**config.mk**
```make
export PLATFORM = sky130hd
export DESIGN_NAME = fetch_unit_flat
export DESIGN_NICKNAME = d
export VERILOG_FILES = /design/src/rtl/fetch_unit_if.sv /design/src/rtl/fetch_unit.sv /design/src/flat_wrapper.sv
export SDC_FILE = /design/constraint.sdc
export NUM_CORES = 1
export LEC_CHECK = 0
export ABC_AREA = 1
export BUFFER_PORTS_ARGS = -buffer_cell sky130_fd_sc_hd__buf_2
export CORE_ASPECT_RATIO = 1.25
export CORE_MARGIN = 5
export CORE_UTILIZATION = 30
export CTS_BUF_LIST = sky130_fd_sc_hd__clkbuf_8 sky130_fd_sc_hd__clkbuf_16
export CTS_CLUSTER_DIAMETER = 60
export CTS_CLUSTER_SIZE = 40
export DETAILED_ROUTE_END_ITERATION = 7
export PLACE_DENSITY = 0.65
export SLEW_MARGIN = 30
export SYNTH_ARGS = -nofsm -noshare
export SYNTH_HDL_FRONTEND = slang
export SYNTH_SLANG_ARGS = --single-unit
```
**constraint.sdc**
```tcl
create_clock -name clk -period 1.4 [get_ports clk]
set_input_delay 0.14 -clock clk [delete_from_list [all_inputs] [get_ports clk]]
set_output_delay 0.14 -clock clk [all_outputs]
set_load 0.02 [all_outputs]
```
**src/rtl/fetch_unit_if.sv**
```systemverilog
// -----------------------------------------------------------------------------
// fetch_unit_if
// Bundles the two handshakes owned by the fetch stage:
//   - instruction memory read port : mem_req, mem_addr, mem_ack, mem_rdata
//   - decoder instruction port     : instr, instr_pc, instr_valid, instr_ready
// Modports:
//   master : the fetch unit (drives requests and the instruction register)
//   slave  : the memory/decoder side (drives ack, read data and ready)
// -----------------------------------------------------------------------------
interface fetch_unit_if;
    logic        mem_req;
    logic [31:0] mem_addr;
    logic        mem_ack;
    logic [31:0] mem_rdata;
    logic [31:0] instr;
    logic [31:0] instr_pc;
    logic        instr_valid;
    logic        instr_ready;

    modport master (
        output mem_req, mem_addr, instr, instr_pc, instr_valid,
        input  mem_ack, mem_rdata, instr_ready
    );

    modport slave (
        input  mem_req, mem_addr, instr, instr_pc, instr_valid,
        output mem_ack, mem_rdata, instr_ready
    );
endinterface

```
**src/rtl/fetch_unit.sv**
```systemverilog
// -----------------------------------------------------------------------------
// fetch_unit
// Instruction fetch stage downstream of the PC. Samples pc_val, issues one
// outstanding read to instruction memory, latches the returned word and offers
// it to the decoder with valid/ready. Pulses pc_inc once per captured word and
// holds the PC (pc_disable) while a fetch is outstanding or a word is held.
//
// Ports:
//   clk        in   system clock, all state on rising edge
//   clr        in   synchronous active-high reset
//   fetch_en   in   permits launching a new fetch
//   flush      in   discard in-flight fetch and held instruction
//   pc_val     in   current PC
//   pc_inc     out  one-cycle pulse: instruction captured
//   pc_disable out  high whenever the unit is not IDLE
//   fetch_err  out  sticky memory-timeout flag
//   misalign   out  sticky misaligned-PC flag
//   bus        master modport of fetch_unit_if (memory + decoder handshakes)
//
// Build option:
//   FETCH_MISALIGN_TRAP_EN  defined   -> misaligned PC raises misalign, no fetch
//                           undefined -> low PC bits dropped, misalign stays 0
// -----------------------------------------------------------------------------
module fetch_unit #(
    parameter logic [31:0] NOP_INSTR    = 32'h0000_0013,
    parameter int unsigned WAIT_TIMEOUT = 255,
    parameter int unsigned TMR_W        = 16
) (
    input  logic        clk,
    input  logic        clr,
    input  logic        fetch_en,
    input  logic        flush,
    input  logic [31:0] pc_val,
    output logic        pc_inc,
    output logic        pc_disable,
    output logic        fetch_err,
    output logic        misalign,
    fetch_unit_if.master bus
);

    typedef enum logic [1:0] {
        S_IDLE,
        S_WAIT,
        S_HOLD
    } state_t;

`ifdef FETCH_MISALIGN_TRAP_EN
    localparam bit TRAP_EN = 1'b1;
`else
    localparam bit TRAP_EN = 1'b0;
`endif

    localparam logic [TMR_W-1:0] TMR_LAST = TMR_W'(WAIT_TIMEOUT - 1);

    state_t            state_q, state_d;
    logic              mem_req_q, mem_req_d;
    logic [31:0]       mem_addr_q, mem_addr_d;
    logic [31:0]       instr_q, instr_d;
    logic [31:0]       instr_pc_q, instr_pc_d;
    logic              instr_valid_q, instr_valid_d;
    logic              pc_inc_q, pc_inc_d;
    logic              pc_disable_q, pc_disable_d;
    logic              fetch_err_q, fetch_err_d;
    logic              misalign_q, misalign_d;
    logic [TMR_W-1:0]  timer_q, timer_d;

    logic              launch_ok;
    logic              pc_misaligned;

    // A sticky error (timeout or misalign trap) freezes launching until flush/clr.
    assign launch_ok     = fetch_en && !fetch_err_q && !misalign_q;
    assign pc_misaligned = TRAP_EN && (pc_val[1:0] != 2'b00);

    always_comb begin
        // NOTE: every next-state value gets a default first, so no path through
        // the case statement can leave a signal unassigned and infer a latch.
        state_d       = state_q;
        mem_req_d     = mem_req_q;
        mem_addr_d    = mem_addr_q;
        instr_d       = instr_q;
        instr_pc_d    = instr_pc_q;
        instr_valid_d = instr_valid_q;
        pc_inc_d      = 1'b0;
        fetch_err_d   = fetch_err_q;
        misalign_d    = misalign_q;
        timer_d       = timer_q;

        if (flush) begin
            // Flush wins over any same-cycle ack: the returned word is dropped.
            state_d       = S_IDLE;
            mem_req_d     = 1'b0;
            instr_valid_d = 1'b0;
            instr_d       = NOP_INSTR;
            fetch_err_d   = 1'b0;
            misalign_d    = 1'b0;
        end else begin
            case (state_q)
                S_IDLE: begin
                    if (launch_ok && pc_misaligned) begin
                        misalign_d = 1'b1;
                    end else if (launch_ok) begin
                        mem_req_d  = 1'b1;
                        mem_addr_d = {pc_val[31:2], 2'b00};
                        timer_d    = '0;
                        state_d    = S_WAIT;
                    end
                end
                S_WAIT: begin
                    // An ack on the final wait cycle still counts as success.
                    if (mem_req_q && bus.mem_ack) begin
                        mem_req_d     = 1'b0;
                        instr_d       = bus.mem_rdata;
                        instr_pc_d    = mem_addr_q;
                        instr_valid_d = 1'b1;
                        pc_inc_d      = 1'b1;
                        state_d       = S_HOLD;
                    end else if (timer_q == TMR_LAST) begin
                        mem_req_d   = 1'b0;
                        fetch_err_d = 1'b1;
                        state_d     = S_IDLE;
                    end else begin
                        timer_d = timer_q + 1'b1;
                    end
                end
                S_HOLD: begin
                    if (bus.instr_ready) begin
                        instr_valid_d = 1'b0;
                        state_d       = S_IDLE;
                    end
                end
                default: begin
                    state_d   = S_IDLE;
                    mem_req_d = 1'b0;
                end
            endcase
        end

        // Registered from the next state so pc_disable lines up with the state.
        pc_disable_d = (state_d != S_IDLE);
    end

    always_ff @(posedge clk) begin
        // NOTE: the instruction register is reset (to the NOP) like every other
        // flop here, so the decoder never sees an undefined word after clr.
        if (clr) begin
            state_q       <= S_IDLE;
            mem_req_q     <= 1'b0;
            mem_addr_q    <= '0;
            instr_q       <= NOP_INSTR;
            instr_pc_q    <= '0;
            instr_valid_q <= 1'b0;
            pc_inc_q      <= 1'b0;
            pc_disable_q  <= 1'b0;
            fetch_err_q   <= 1'b0;
            misalign_q    <= 1'b0;
            timer_q       <= '0;
        end else begin
            // NOTE: non-blocking assignments keep all flops sampling the same
            // pre-edge values regardless of statement order.
            state_q       <= state_d;
            mem_req_q     <= mem_req_d;
            mem_addr_q    <= mem_addr_d;
            instr_q       <= instr_d;
            instr_pc_q    <= instr_pc_d;
            instr_valid_q <= instr_valid_d;
            pc_inc_q      <= pc_inc_d;
            pc_disable_q  <= pc_disable_d;
            fetch_err_q   <= fetch_err_d;
            misalign_q    <= misalign_d;
            timer_q       <= timer_d;
        end
    end

    assign bus.mem_req     = mem_req_q;
    assign bus.mem_addr    = mem_addr_q;
    assign bus.instr       = instr_q;
    assign bus.instr_pc    = instr_pc_q;
    assign bus.instr_valid = instr_valid_q;
    assign pc_inc          = pc_inc_q;
    assign pc_disable      = pc_disable_q;
    assign fetch_err       = fetch_err_q;
    assign misalign        = misalign_q;

endmodule

```
**src/flat_wrapper.sv**
```systemverilog
// flat-port wrapper written by rule: the top's interface ports become plain ports
module fetch_unit_flat 
#(
    parameter logic [31:0] NOP_INSTR    = 32'h0000_0013,
    parameter int unsigned WAIT_TIMEOUT = 255,
    parameter int unsigned TMR_W        = 16
)
  (clk, clr, fetch_en, flush, pc_val, pc_inc, pc_disable, fetch_err, misalign, bus_mem_req, bus_mem_addr, bus_instr, bus_instr_pc, bus_instr_valid, bus_mem_ack, bus_mem_rdata, bus_instr_ready);
  fetch_unit_if bus_i ();
  input  logic clk;
  input  logic clr;
  input  logic fetch_en;
  input  logic flush;
  input  logic [31:0] pc_val;
  output logic pc_inc;
  output logic pc_disable;
  output logic fetch_err;
  output logic misalign;
  output wire logic [$bits(bus_i.mem_req)-1:0] bus_mem_req;
  output wire logic [$bits(bus_i.mem_addr)-1:0] bus_mem_addr;
  output wire logic [$bits(bus_i.instr)-1:0] bus_instr;
  output wire logic [$bits(bus_i.instr_pc)-1:0] bus_instr_pc;
  output wire logic [$bits(bus_i.instr_valid)-1:0] bus_instr_valid;
  input wire logic [$bits(bus_i.mem_ack)-1:0] bus_mem_ack;
  input wire logic [$bits(bus_i.mem_rdata)-1:0] bus_mem_rdata;
  input wire logic [$bits(bus_i.instr_ready)-1:0] bus_instr_ready;
  assign bus_mem_req = bus_i.mem_req;
  assign bus_mem_addr = bus_i.mem_addr;
  assign bus_instr = bus_i.instr;
  assign bus_instr_pc = bus_i.instr_pc;
  assign bus_instr_valid = bus_i.instr_valid;
  assign bus_i.mem_ack = bus_mem_ack;
  assign bus_i.mem_rdata = bus_mem_rdata;
  assign bus_i.instr_ready = bus_instr_ready;
  fetch_unit #(.NOP_INSTR(NOP_INSTR), .WAIT_TIMEOUT(WAIT_TIMEOUT), .TMR_W(TMR_W)) u_core (.clk(clk), .clr(clr), .fetch_en(fetch_en), .flush(flush), .pc_val(pc_val), .pc_inc(pc_inc), .pc_disable(pc_disable), .fetch_err(fetch_err), .misalign(misalign), .bus(bus_i));
endmodule
```
==> results of run 1 <==
## metrics by stage
stage                     utilization (%)  power, mW  worst slack [ns]  TNS, ns
after floorplan                         -       3.77            0.0231        0
after global placement               39.7       4.04           -0.0527   -0.219
after detailed placement             39.7       4.04           -0.0799    -1.77
after CTS                            48.4       8.48           -0.0344  -0.0952
after global routing                 50.3       8.75            -0.130    -1.21
final                                50.3       8.42           -0.0426   -0.148
## final cells by class
cell class | count | share of cell area [%]
clock inverter | 12 | 1.91
multi-input combinational | 436 | 28.2
sequential | 115 | 31.0
timing repair buffer | 291 | 28.4
inverter | 27 | 1.44
tap | 182 | 3.05
clock buffer | 18 | 5.89
## cells by family after synthesis
family          after synthesis  share of synthesized area (%)
compound gates              112                           12.8
simple gates                313                           28.7
flops                       115                           51.3
other cells                   1                         0.0835
xor+xnor                      2                          0.390
fa+ha+maj                     2                          0.557
buf+inv                      63                           6.27
## path summary, 6_finish.rpt
path | start | to | slack (ns)
worst min-delay path | bus_mem_rdata[15] | u_core.bus.instr[15] | 0.009
worst max-delay path | u_core.timer_q[0] | u_core.timer_q[1] | -0.04
worst max register to register | u_core.timer_q[0] | u_core.timer_q[1] | -0.04
worst min register to register | u_core.bus.instr[7] | u_core.bus.instr[7] | 0.46
## state kept, by name (all words and copies together), names as in the netlist
signal and count:
u_core.bus.instr 32, u_core.bus.instr_pc 30, u_core.bus.instr_valid 1, u_core.bus.mem_addr 30, u_core.bus.mem_req 1, u_core.fetch_err 1
u_core.pc_disable 1, u_core.pc_inc 1, u_core.state_q 2, u_core.timer_q 16
## power groups by stage
stage / logic (mW) / registers, mW / clock network [mW]
finish: 0.751 / 3.40 / 4.27
floorplan: 0.220 / 3.55 / 0
global route: 0.814 / 3.41 / 4.53
CTS: 0.721 / 3.40 / 4.36
global placement: 0.570 / 3.47 / 0
detailed placement: 0.574 / 3.47 / 0
## critical path, delay by kind of cell (launching register included)
kind | cells | cell delay [ns]
AND/OR/NAND/NOR | 5 | 0.52
flip-flops | 1 | 0.34
adder cells (fa/ha/maj) | 1 | 0.14
buffers and inverters | 2 | 0.24
AO/OA/AOI/OAI | 1 | 0.14
## what timing repair did
item | CTS | global route
setup endpoints to repair | 77 | 96
gates cloned | 1 | 4
pin swaps | 3 | 12
resized for setup | 15 | 47
setup buffers | 2 | 7
hold buffers | 61 | 0
hold endpoints to repair | 61 | 0
## cells in the final DEF, fill, tap and decap left out, drive strengths merged
master / count
dfxtp: 115
conb: 5
inv: 28
nor3: 4
xor2: 2
ha: 2
clkinv: 6
nand2: 58
o21ai: 93
buf: 227
nor3b: 1
clkbuf: 20
bufbuf: 1
o21bai: 3
nor2: 225
clkinvlp: 2
dlygate4sd3: 61
a21boi: 2
bufinv: 3
nand4: 8
a21oi: 14
nand3: 19
## metal layers
layer | vias to the layer above | GRT usage [%] | part of all wire (%) | wire [µm]
met5 | - | 0 | 0.081 | 12
met4 | 2 | 6.48 | 2.2 | 328
met3 | 27 | 5.35 | 6.3 | 930
met2 | 155 | 27.9 | 50 | 7440
met1 | 2280 | 16.9 | 41 | 6020
li1 | 2494 | - | - | -
==> impl_metrics.yaml, run 1 <==
run_status:
  status: "finished with violations"
  violations: "negative setup slack"
detailed_routing:
  drc: 0
  wl_per_cell_um: 13.6
  ant_nets: 0
  viasPerCell: 4.59
  num_vias: 4958
  drt-initial-drc-count: 212
  first_pass_iters: 6
  wirelength_um: 14700
synth:
  synth_edf_count: 0
  synth_area_um2: 4490
  synth_top_cell_area_share_pct: 51.3
  ys_async_sr_fraction_pct: 0
  synth_seq_cells: 115
  synth_area_leader_cell: "dfxtp_1"
  yosysMostFrequentCell: "nor2_1"
  ys_warn_count: 0
  synth_common_cells: "nor2_1, dfxtp_1, o21ai_0"
  synthCells: 608
  yosysUniqueCellTypes: 27
  netlist_top_cells_area: "dfxtp_1, nor2_1, o21ai_0, nand2_1, inv_1"
  synth-main-ff-cell: "dfxtp_1"
  synth-seq-area-share_pct: 51.3
  synth.avg_cell_area_um2: 7.39
placed_design:
  gp_congestion: 0.797
  port_buffers: 164
  hpwlAfterDp_um: 9230
  dp_cells: 976
  placed_area_um2: 5880
sta:
  fmax_mhz: 693
  rsz0062_at_grt: "true"
  final_max_slew_viol_count: 0
  period_needed_ns: 1.44
  setup_viol: 5
  period_share_pct: 103
  holdWs_ns: 0.00900
  layout_setup_ws_ns: -0.0426
  skew_ns: 0.00598
  finalHoldViolations: 0
setup_path:
  worstSetupPathType: "reg2reg"
  crit_top_cell: "nand2_4"
  reg2reg_depth: 9
  start_kind: "register"
  cp.arrival_ns: 1.77
  path_cells: "inv_2, ha_4, nand2_4, nor2_4, nand3_4, buf_6, nand2_4, nand2_1, a21oi_1"
  worstPathRequired_ns: 1.72
  crit_slowest_cell: "dfxtp_2"
  critPathMaxStageDelay_ns: 0.34
  end_kind: "register"
  crit_fanout: 8
die:
  num_io_pins: 172
  core_area_um2: 14800
  die_h_um: 147
  rows: 50
  die_w_um: 119
  dieArea_um2: 17500
  initial_core_util_pct: 30.3
global_routing:
  grt_pass1_vias: 4769
  grt_max_degree: 61
  grt-ovfl-total: 0
  grt_pass1_wl_um: 22700
  gr-usage-all-layers_pct: 15.7
  grt_antenna_before_repair: 1
cts:
  cts_made_buffers: 17
  cts-root-buf: "clkbuf_16"
  cts_max_level: 4
  cts_sinks: 115
  cts_max_path_buffers: 2
  cts_tree: "done"
  clk_pin_slew_worst_paths_ns: 0.05
  insertion_delay_ns: 0.40
power_and_ir_drop:
  power.density_nw_per_um2: 1130
  switchingPower_mw: 1.92
  p_leak_nw: 3.56
  peakVddDrop_v: 0.000875
  swShare_pct: 22.8
  seqPwrFrac_pct: 40.4
  p_comb_share_pct: 8.9
  p_int_mw: 6.51
  clkPwrFrac_pct: 50.7
layout:
  nets: 960
  drive_gt1_share_pct: 34.8
  fin_area_um2: 7460
  multi_input_area_um2: 2110
  regArea_um2: 2310
  nFillCells: 1316
  diodes: 0
  syn2layout_area_growth_pct: 66.1
  stdcell_count: 1081
hold_path:
  holdPathStages: 3
  hold_path.class: "in2reg"
run:
  maxCapViolations: 0
Note: power is estimated with default switching activity, not from simulation.
==> run 2, diff against run 1 <==
--- a/config.mk
+++ b/config.mk
@@ -15,6 +15,7 @@
 export CTS_CLUSTER_SIZE = 40
 export DETAILED_ROUTE_END_ITERATION = 7
 export PLACE_DENSITY = 0.65
+export RECOVER_POWER = 50
 export SLEW_MARGIN = 30
 export SYNTH_ARGS = -nofsm -noshare
 export SYNTH_HDL_FRONTEND = slang
==> run 2 against run 1 <==
  * The flow still finishes with violations (negative setup slack)
  * Combinational power decreased by 2%
  * Non-clock buffer count unchanged
  * Global-route usage unchanged
  * Sequential cell count unchanged
  * Hold slack got worse by 0.0053 ns
  * Die area unchanged
  * First-iteration DRC count increased by 2.4%
  * Clock-buffer cell count unchanged
  * Utilization decreased by 0.81 points
  * Largest cell class unchanged
  * Highest routed layer unchanged
==> impl_metrics.yaml, run 2 (same netlist as run 1, synthesis figures left out) <==
setup_path:
  worstPathRequired_ns: 1.69
  crit_fanout: 5
  start_kind: "register"
  path_cells: "inv_2, ha_4, nand2_4, nor2_4, nand3_4, buf_6, clkbuf_16, nand3_2, nand2_1, inv_1, nor2_1"
  critPathMaxStageDelay_ns: 0.34
  worstSetupPathType: "reg2reg"
  crit_slowest_cell: "dfxtp_2"
  cp.arrival_ns: 1.74
  end_kind: "register"
cts:
  cts_sinks: 115
  cts_made_buffers: 17
  cts_max_level: 4
  clk_pin_slew_worst_paths_ns: 0.05
  cts_tree: "done"
  insertion_delay_ns: 0.41
  cts_max_path_buffers: 2
  cts-root-buf: "clkbuf_16"
layout:
  nets: 960
  nFillCells: 1379
  largest_reg_flops: 32
  final_common_cell: "nor2_1"
  diodes: 0
  drive_gt1_share_pct: 24.4
  postLayoutCoreUtil_pct: 49.5
  syn2layout_area_growth_pct: 63.5
  stdcell_count: 1081
  mostFrequentLayoutCells: "nor2_1, dfxtp_1, clkbuf_1"
detailed_routing:
  ant_nets: 0
  drc: 0
  drt-initial-drc-count: 217
  wirelength_um: 14700
  wl_per_cell_um: 13.6
  first_pass_iters: 6
  num_vias: 4949
  viasPerCell: 4.58
placed_design:
  port_buffers: 164
  hpwlAfterDp_um: 9230
  gp_congestion: 0.797
  dp_cells: 976
die:
  core_area_um2: 14800
  rows: 50
  dieArea_um2: 17500
  num_io_pins: 172
  die_h_um: 147
  initial_core_util_pct: 30.3
  die_w_um: 119
global_routing:
  grt_antenna_before_repair: 1
  grt_max_degree: 61
  gr-usage-all-layers_pct: 15.7
  grt_pass1_wl_um: 22700
  grt_pass1_vias: 4769
  grt-ovfl-total: 0
run_status:
  violations: "negative setup slack"
  status: "finished with violations"
sta:
  skew_ns: 0.00931
  finalHoldViolations: 0
  period_needed_ns: 1.45
  rsz0062_at_grt: "true"
  tns_ns: -0.186
  fmax_mhz: 690
  layout_setup_ws_ns: -0.0498
  setup_viol: 5
  final_max_slew_viol_count: 0
  period_share_pct: 104
run:
  maxCapViolations: 0
power_and_ir_drop:
  power.density_nw_per_um2: 1150
  power_mw: 8.41
  p_leak_nw: 3.17
  peakVddDrop_v: 0.000873
hold_path:
  hold_path.class: "in2reg"
[run 2: changes by cell type in the layout (fill, tap and decap cells not counted)]
| cell | delta |
|---|---|
| buf_2 | -93 |
| clkbuf_1 | +94 |
| buf_4 | -1 |
[run 2: through the flow]
step	setup slack [ns]	area (µm²)	hold WS (ns)
3_5_place_dp	-0.0799	5880	0.348
6_report	-0.0498	7340	0.00370
4_1_cts	-0.0344	7180	0.000629
2_1_floorplan	0.0231	4510	0.253
3_3_place_gp	-0.0527	5880	0.345
5_1_grt	-0.130	7340	0.0183
[run 2: path summary, 6_finish.rpt]
kind / start / endpoint / slack (ns) / depth (start not counted)
worst max-delay path: u_core.timer_q[0] / u_core.timer_q[9] / -0.05 / 11
worst min-delay path: bus_mem_rdata[15] / u_core.bus.instr[15] / 0.004 / 3
worst max register to register: u_core.timer_q[0] / u_core.timer_q[9] / -0.05 / 11
worst min register to register: u_core.bus.instr[7] / u_core.bus.instr[7] / 0.46 / 2
[run 2: report_power, final]
group          internal [mW]  switching [mW]  total [mW]
sequential              3.35          0.0532        3.40
combinational          0.341           0.394       0.735
clock                   2.80            1.47        4.27
total                   6.49            1.92        8.41
[run 2: layout make-up]
class	instances	area (µm²)	share of cell area, %
multi-input cells	436	2110	28.7
clock buffers	18	439	5.98
well taps	182	228	3.10
flip-flops and latches	115	2310	31.5
repair buffers	291	2000	27.3
clock inverters	12	143	1.94
inverters	27	108	1.47
[run 2: metal layers]
| metal | up-vias | track usage (%) | share of wire (%) |
|---|---|---|---|
| li1 | 2497 | - | - |
| met1 | 2277 | 16.9 | 41 |
| met2 | 145 | 27.9 | 51 |
| met3 | 28 | 5.35 | 5.9 |
| met4 | 2 | 6.48 | 2.1 |
| met5 | - | 0 | 0.082 |
[run 2: timing repair]
action	4_1_cts	5_1_grt
pin swaps	3	12
endpoints found under the hold margin	61	0
resized for setup	15	47
hold buffers	61	0
cloned	1	4
buffers inserted	2	7
setup endpoints to repair	77	96
[run 2: critical path, delay by kind of cell (launching register included)]
family	cells	cell delay (ns)
AND/OR/NAND/NOR	6	0.46
buffers and inverters	4	0.41
flip-flops	1	0.34
adder cells (fa/ha/maj)	1	0.14
==> run 3, diff against run 2 <==
--- a/config.mk
+++ b/config.mk
@@ -6,7 +6,6 @@
 export NUM_CORES = 1
 export LEC_CHECK = 0
 export ABC_AREA = 1
-export BUFFER_PORTS_ARGS = -buffer_cell sky130_fd_sc_hd__buf_2
 export CORE_ASPECT_RATIO = 1.25
 export CORE_MARGIN = 5
 export CORE_UTILIZATION = 30
@@ -14,8 +13,10 @@
 export CTS_CLUSTER_DIAMETER = 60
 export CTS_CLUSTER_SIZE = 40
 export DETAILED_ROUTE_END_ITERATION = 7
-export PLACE_DENSITY = 0.65
+export DONT_BUFFER_PORTS = 1
+export PLACE_DENSITY = 0.55
 export RECOVER_POWER = 50
+export REMOVE_ABC_BUFFERS = 1
 export SLEW_MARGIN = 30
 export SYNTH_ARGS = -nofsm -noshare
 export SYNTH_HDL_FRONTEND = slang
==> run 3 against run 2 <==
  * The flow still finishes with violations (negative setup slack)
  * Non-clock buffer count decreased by 162
  * Via count decreased by 11%
  * Fmax is essentially flat
  * Routed wire length fell by 0.82%
  * Final area fell by 8.5%
  * Critical path depth is 1 lower
  * Die area is the same
  * Final cell count shrank 15%
  * Sequential power rose by 3%
  * Sequential cell count unchanged
  * Critical endpoint is now u_core.timer_q[13]
==> impl_metrics.yaml, run 3 (same netlist as run 1, synthesis figures left out) <==
layout:
  final_common_cell: "nor2_1"
  syn2layout_area_growth_pct: 49.5
  largest_reg_flops: 32
  diodes: 0
  multi_input_area_um2: 2110
  nFillCells: 1360
  regArea_um2: 2320
  mostFrequentLayoutCells: "nor2_1, dfxtp_1, o21ai_0"
  stdcell_count: 920
  postLayoutCoreUtil_pct: 45.3
  nets: 797
  drive_gt1_share_pct: 20.6
sta:
  period_share_pct: 104
  layout_setup_ws_ns: -0.0492
  final_max_slew_viol_count: 0
  rsz0062_at_grt: "true"
  skew_ns: 0.00658
  setup_viol: 6
  tns_ns: -0.161
  finalHoldViolations: 0
  fmax_mhz: 690
  period_needed_ns: 1.45
detailed_routing:
  viasPerCell: 4.78
  wirelength_um: 14600
  num_vias: 4394
  ant_nets: 0
  drt-initial-drc-count: 142
  first_pass_iters: 5
  drc: 0
  wl_per_cell_um: 15.8
setup_path:
  start_kind: "register"
  worstPathRequired_ns: 1.71
  worstSetupPathType: "reg2reg"
  reg2reg_slack_ns: -0.05
  cp.arrival_ns: 1.76
  crit_fanout: 7
  end_kind: "register"
cts:
  cts_max_path_buffers: 2
  cts_sinks: 115
  cts_max_level: 4
  insertion_delay_ns: 0.41
  clk_pin_slew_worst_paths_ns: 0.06
  cts_tree: "done"
  cts_made_buffers: 17
  cts-root-buf: "clkbuf_16"
power_and_ir_drop:
  p_comb_share_pct: 6.1
  peakVddDrop_v: 0.00101
  swShare_pct: 23.1
  p_int_mw: 6.60
  seqPwrFrac_pct: 40.8
  power_mw: 8.58
  switchingPower_mw: 1.98
  p_leak_nw: 2.78
  clkPwrFrac_pct: 53.1
  power.density_nw_per_um2: 1280
global_routing:
  grt_antenna_before_repair: 0
  grt_pass1_vias: 4339
  grt-ovfl-total: 0
  grt_max_degree: 55
  gr-usage-all-layers_pct: 15.3
  grt_pass1_wl_um: 21600
run_status:
  violations: "negative setup slack"
  status: "finished with violations"
placed_design:
  port_buffers: 0
  gp_congestion: 0.821
  preCtsSetupSlack_ns: -0.135
  dp_cells: 805
  hpwlAfterDp_um: 8870
die:
  die_w_um: 119
  dieArea_um2: 17500
  core_area_um2: 14800
  num_io_pins: 172
  initial_core_util_pct: 30.3
  rows: 50
  die_h_um: 147
run:
  maxCapViolations: 0
hold_path:
  hold_path.class: "in2reg"
==> run 3: layout make-up <==
class | instances | area share [%]
sequential | 115 | 34.6
clock buffer | 21 | 7.16
timing repair buffer | 129 | 19.5
tap | 182 | 3.39
clock inverter | 11 | 2.22
multi-input combinational | 435 | 31.5
inverter | 27 | 1.62
==> run 3: metal layers <==
layer  global-route usage, %  up-vias  wire length [µm]
met1                    16.7     2029              5810
li1                        -     2178                 -
met4                    6.36        0               242
met3                    7.05       18              1320
met2                    25.7      169              7200
met5                       0        -                 0
==> run 3: final timing paths <==
check / to / depth (start not counted) / start
setup / recovery: u_core.timer_q[13] / 10 / u_core.timer_q[0]
hold / removal: u_core.bus.instr_pc[14] / 3 / clr
setup reg to reg: u_core.timer_q[13] / 10 / u_core.timer_q[0]
hold reg to reg: u_core.timer_q[15] / 3 / u_core.timer_q[15]
==> run 3: what timing repair did <==
item                       4_1_cts  5_1_grt
buffers inserted                 6        7
gates resized for setup         30       61
gates cloned                     0        6
hold endpoints to repair        72        0
setup endpoints to repair       77      100
hold buffers                    65        0
pin swaps                        7       18
==> run 3: through the flow <==
stage                     instance area (µm²)  hold WS, ns
after global placement                   4980        0.215
after floorplan                          4330        0.209
after global routing                     6710       0.0275
after detailed placement                 4980        0.216
after CTS                                6400      0.00628
final                                    6710       0.0213
==> run 3: worst max-delay path: stages, from the launching register on <==
cell and delay (ns):
dfxtp_4 0.36, inv_4 0.06, ha_4 0.13, nand2_4 0.06, nor2_4 0.14, nand3_4 0.18, buf_6 0.18, nand4_1 0.09
nand2_1 0.06, nand2_1 0.05, nor2_1 0.03
==> run 3: power groups by stage <==
stage	registers, mW	logic, mW	clock network, mW
floorplan	3.55	0.184	0
global placement	3.57	0.299	0
detailed placement	3.57	0.308	0
CTS	3.50	0.481	4.65
global route	3.51	0.570	4.81
finish	3.50	0.520	4.56
